===== src/rtl/seq_bin2bcd.sv =====
// Sequential binary-to-BCD converter (shift-and-add-3, one bit per clock).
// Latency: done pulses in the cycle after the N-th iteration edge (N+1 edges after start is sampled).
// Backpressure: start is only accepted in IDLE; starts while busy are dropped, nothing is queued.
//
// Ports:
//   clk   - rising-edge clock
//   rst   - synchronous active-high reset, dominates all other inputs
//   start - launch a conversion of bin (sampled only while idle)
//   bin   - N-bit unsigned binary input
//   busy  - high while a conversion is running
//   done  - one-cycle pulse when bcd has been updated
//   bcd   - D packed BCD digits, digit 0 (units) in bits [3:0]
module seq_bin2bcd #(
  parameter int N = 12,
  parameter int D = 4
) (
  input  logic           clk,
  input  logic           rst,
  input  logic           start,
  input  logic [N-1:0]   bin,
  output logic           busy,
  output logic           done,
  output logic [4*D-1:0] bcd
);

  localparam int CW = $clog2(N + 1);

  localparam logic [0:0] IDLE  = 1'b0;
  localparam logic [0:0] SHIFT = 1'b1;

  // D digits must be able to hold the largest N-bit value, otherwise a
  // digit could overflow and the result would silently be wrong.
  generate
    if (10 ** D <= (2 ** N) - 1) begin : g_illegal_width
      $error("seq_bin2bcd: D BCD digits cannot represent every N-bit value");
    end
  endgenerate

  logic [0:0]     state;
  logic [N-1:0]   binreg;
  logic [4*D-1:0] scratch;
  logic [CW-1:0]  count;

  logic [4*D-1:0] adj;
  logic [4*D-1:0] next_scratch;
  logic [N-1:0]   next_bin;

  // All digits are corrected from their pre-adjust values in parallel, then
  // the {scratch, binreg} pair is shifted left by one bit.
  always_comb begin
    adj = '0;
    for (int i = 0; i < D; i++) begin
      adj[4*i +: 4] = (scratch[4*i +: 4] >= 4'd5) ? (scratch[4*i +: 4] + 4'd3)
                                                   : scratch[4*i +: 4];
    end
    next_scratch = {adj[4*D-2:0], binreg[N-1]};
    next_bin     = {binreg[N-2:0], 1'b0};
  end

  always_ff @(posedge clk) begin
    if (rst) begin
      state   <= IDLE;
      binreg  <= '0;
      scratch <= '0;
      count   <= '0;
      busy    <= 1'b0;
      done    <= 1'b0;
      bcd     <= '0;
    end else begin
      done <= 1'b0;
      case (state)
        IDLE: begin
          if (start) begin
            state   <= SHIFT;
            binreg  <= bin;
            scratch <= '0;
            count   <= CW'(N);
            busy    <= 1'b1;
          end
        end
        SHIFT: begin
          scratch <= next_scratch;
          binreg  <= next_bin;
          count   <= count - CW'(1);
          // Last iteration: publish the fully shifted scratch directly.
          if (count == CW'(1)) begin
            state <= IDLE;
            bcd   <= next_scratch;
            done  <= 1'b1;
            busy  <= 1'b0;
          end
        end
        default: begin
          state <= IDLE;
          busy  <= 1'b0;
        end
      endcase
    end
  end

endmodule


===== config.mk =====
export PLATFORM = sky130hd
export DESIGN_NAME = seq_bin2bcd
export DESIGN_NICKNAME = d
export VERILOG_FILES = /design/src/rtl/seq_bin2bcd.sv
export SDC_FILE = /design/constraint.sdc
export NUM_CORES = 1
export LEC_CHECK = 0
export ABC_AREA = 1
export CAP_MARGIN = 0
export CORE_MARGIN = 4
export CORE_UTILIZATION = 25
export DETAILED_ROUTE_END_ITERATION = 8
export PLACE_DENSITY = 0.47
export SYNTH_ARGS = -nofsm -noshare
export SYNTH_HDL_FRONTEND = slang
export SYNTH_SLANG_ARGS = --single-unit

===== constraint.sdc =====
create_clock -name clk -period 1.25 [get_ports clk]
set_clock_uncertainty 0.05 [all_clocks]
set_input_delay 0.125 -clock clk [delete_from_list [all_inputs] [get_ports clk]]
set_output_delay 0.125 -clock clk [all_outputs]
set_load 0.01 [all_outputs]

==> impl_metrics.toml <==
[die]
num_rows = 35
die_y_um = 106
initial_core_util_pct = 25.8
core-area_um2 = 9330
die_w_um = 106
die_area_um2 = 11300
ios = 33

[route]
dr.pass1.iters = 6
drc = 0
vias = 2265
wirelength_um = 5910
first_iter_violations = 43
wire_per_inst_um = 11.1
via_per_inst = 4.27
drtAntennaViolNets = 0

[place]
preCtsSetupSlack_ns = -0.105
finalWeightedCongestion = 0.830
io_buffers = 32
dpl.hpwl_um = 3980
dp.cells = 515

[timing]
finalMaxSlewViolations = 0
hold_viol = 0
rsz0062_at_grt = "true"
fin_crit_ns = 1.23
finalCritPeriodShare_pct = 98.0
tightestPinTransition_ns = 0.278
tns_ns = 0
setup_viol = 0
setup_ws_ns = 0.0248
clock.fmax_mhz = 816
slew_headroom_pct = 81.5

[cells_and_area]
drive_gt1_share_pct = 36.3
fin_cells = 531
syn_to_final_growth_pct = 49.5
fillers = 988
n_antenna_cell = 0
nets = 427

[global_routing]
grt_max_degree = 20
grt_antenna_before_repair = 0
grt_pass1_vias = 2063
grt_pass1_wl_um = 9230
overflow = 0
grt.total_usage_pct = 10.0

[worst_setup_path]
worstSetupStartpoint = "count[1]$_SDFFE_PP0P_"
required_ns = 1.44
cp_max_fo = 6
critPathKind = "reg2reg"
cp.arrival_ns = 1.41
rrSetupSlack_ns = 0.02
regToRegStartpoint = "count[1]$_SDFFE_PP0P_"
start_kind = "flop"
cp-end-kind = "flop"

[yosys]
synthArstFlopShare_pct = 0
netlist_instances = 334
synthesis.area_um2 = 2410
synth_ff_type = "dfxtp_1"
yosys.area.top_type = "dfxtp_1"
synth_seq_cells = 51
synth_top_cell_area_share_pct = 42.4
yosysSeqAreaShare_pct = 42.4
synth_edf_count = 0
syn_nets = 359
ys_types = 23
avgSynthCellArea_um2 = 7.22
synth_common_cells = "119 x nand2_1, 51 x dfxtp_1, 40 x inv_1, 29 x nand3_1, 21 x a21oi_1"
yosys_warnings = 0
synth_most_common_cell = "nand2_1"
synth_area_leaders = "dfxtp_1 42%, nand2_1 19%, inv_1 6.2%, nand3_1 6.0%, ha_1 5.2%"

[pwr]
cellLeakagePower_nw = 1.68
p_clk_share_pct = 35.0
intPower_mw = 2.43
peakVddDrop_mv = 0.406
powerDensity_nw_per_um2 = 888
pwr-share-comb_pct = 11.9
swShare_pct = 23.9
p_sw_mw = 0.766
power_frac_seq_pct = 53.1

[min_path]
hold_path.class = "in2reg"
hold_path_startpoint = "bin[6]"

[clock_network]
clock_sinks = 51
numCtsBuffers = 5
ctsRootBufferMaster = "clkbuf_8"
clockBufferDepth = 2
cts_tree = "built"
cts_max_level = 2
clock_latency_ns = 0.30
path_clk_slew_ns = 0.10
hold_buffers = 0

[outcome]
outcome = "finished clean"

[flow_run]
maxCapViolations = 0
[flip-flops by register name, indices dropped and copies added, names as in the netlist]
register,flops
bcd,16
binreg,12
busy,1
count,4
done,1
scratch,16
state,1
[timing repair]
action	CTS	global route
setup endpoints to repair	51	34
pin swaps	0	25
cloned	0	1
buffers inserted	2	7
gates resized for setup	43	88
[layout make-up]
type,count,area (um^2),share of cell area [%]
clock buffer,5,68.8,1.91
timing repair buffer,74,684,19.0
inverter,42,173,4.79
clock inverter,2,37.5,1.04
tap,129,161,4.48
sequential,51,1050,29.0
multi-input combinational,228,1430,39.7
[logic make-up (layout without fill, tap and decap cells)]
kind of cell / Yosys count / after routing / share of synthesized area [%]
fa+ha+maj: 10 / 10 / 5.19
compound gates: 50 / 50 / 12.5
buf+inv: 55 / 123 / 9.92
flops: 51 / 51 / 42.4
simple gates: 167 / 167 / 29.6
mux: 1 / 1 / 0.415
[per-stage QoR]
step	area [um^2]	power (mW)	hold slack, ns	util, %
after floorplan	2410	1.92	0.219	-
after global placement	3110	2.08	0.388	33.3
after detailed placement	3110	2.08	0.394	33.3
after CTS	3250	3.22	0.361	34.9
after global routing	3600	3.38	0.381	38.6
final	3600	3.20	0.374	38.6
[power groups by stage]
stage          combinational, mW  clock [mW]  sequential, mW
6_report                   0.382        1.12            1.70
5_1_grt                    0.422        1.25            1.71
3_5_place_dp               0.345           0            1.74
2_1_floorplan              0.195           0            1.73
3_3_place_gp               0.339           0            1.74
4_1_cts                    0.346        1.18            1.70
[worst paths after layout]
path         depth (start not counted)                endpoint
max                                  7    bcd[12]$_SDFFE_PP0P_
min                                  5  binreg[6]$_SDFFE_PP0P_
max reg2reg                          7    bcd[12]$_SDFFE_PP0P_
min reg2reg                          2    bcd[12]$_SDFFE_PP0P_
[placed cells by master, fill, tap and decap left out, drive strengths merged]
master / Yosys / final
clkdlybuf4s50: 0 / 14
ha: 10 / 10
or2: 1 / 1
nor2: 8 / 8
o211ai: 1 / 1
nand3: 30 / 30
o21ai: 24 / 24
mux2i: 1 / 1
a22oi: 4 / 4
clkinv: 0 / 1
nand4: 8 / 8
inv: 42 / 41
bufinv: 0 / 1
dlygate4sd2: 0 / 18
nand2: 120 / 120
buf: 9 / 41
clkinvlp: 0 / 1
dfxtp: 51 / 51
a21oi: 21 / 21
clkbuf: 4 / 6
[layer usage]
layer / global-route usage (%) / up-vias / routed length (um)
met4: 3.05 / 0 / 58
met5: 0 / - / 0
met3: 2.19 / 8 / 218
met2: 17.7 / 33 / 2940
met1: 12.1 / 1027 / 2690
li1: - / 1197 / -
[critical path, cell delays in order (launching register included)]
cell       delay [ns]
dfxtp_2          0.34
inv_2            0.08
ha_4             0.13
nand3_2          0.08
inv_2            0.10
nand2_4          0.09
clkbuf_16        0.17
o21ai_1          0.11
No activity file was read; power rests on OpenSTA's default activity.
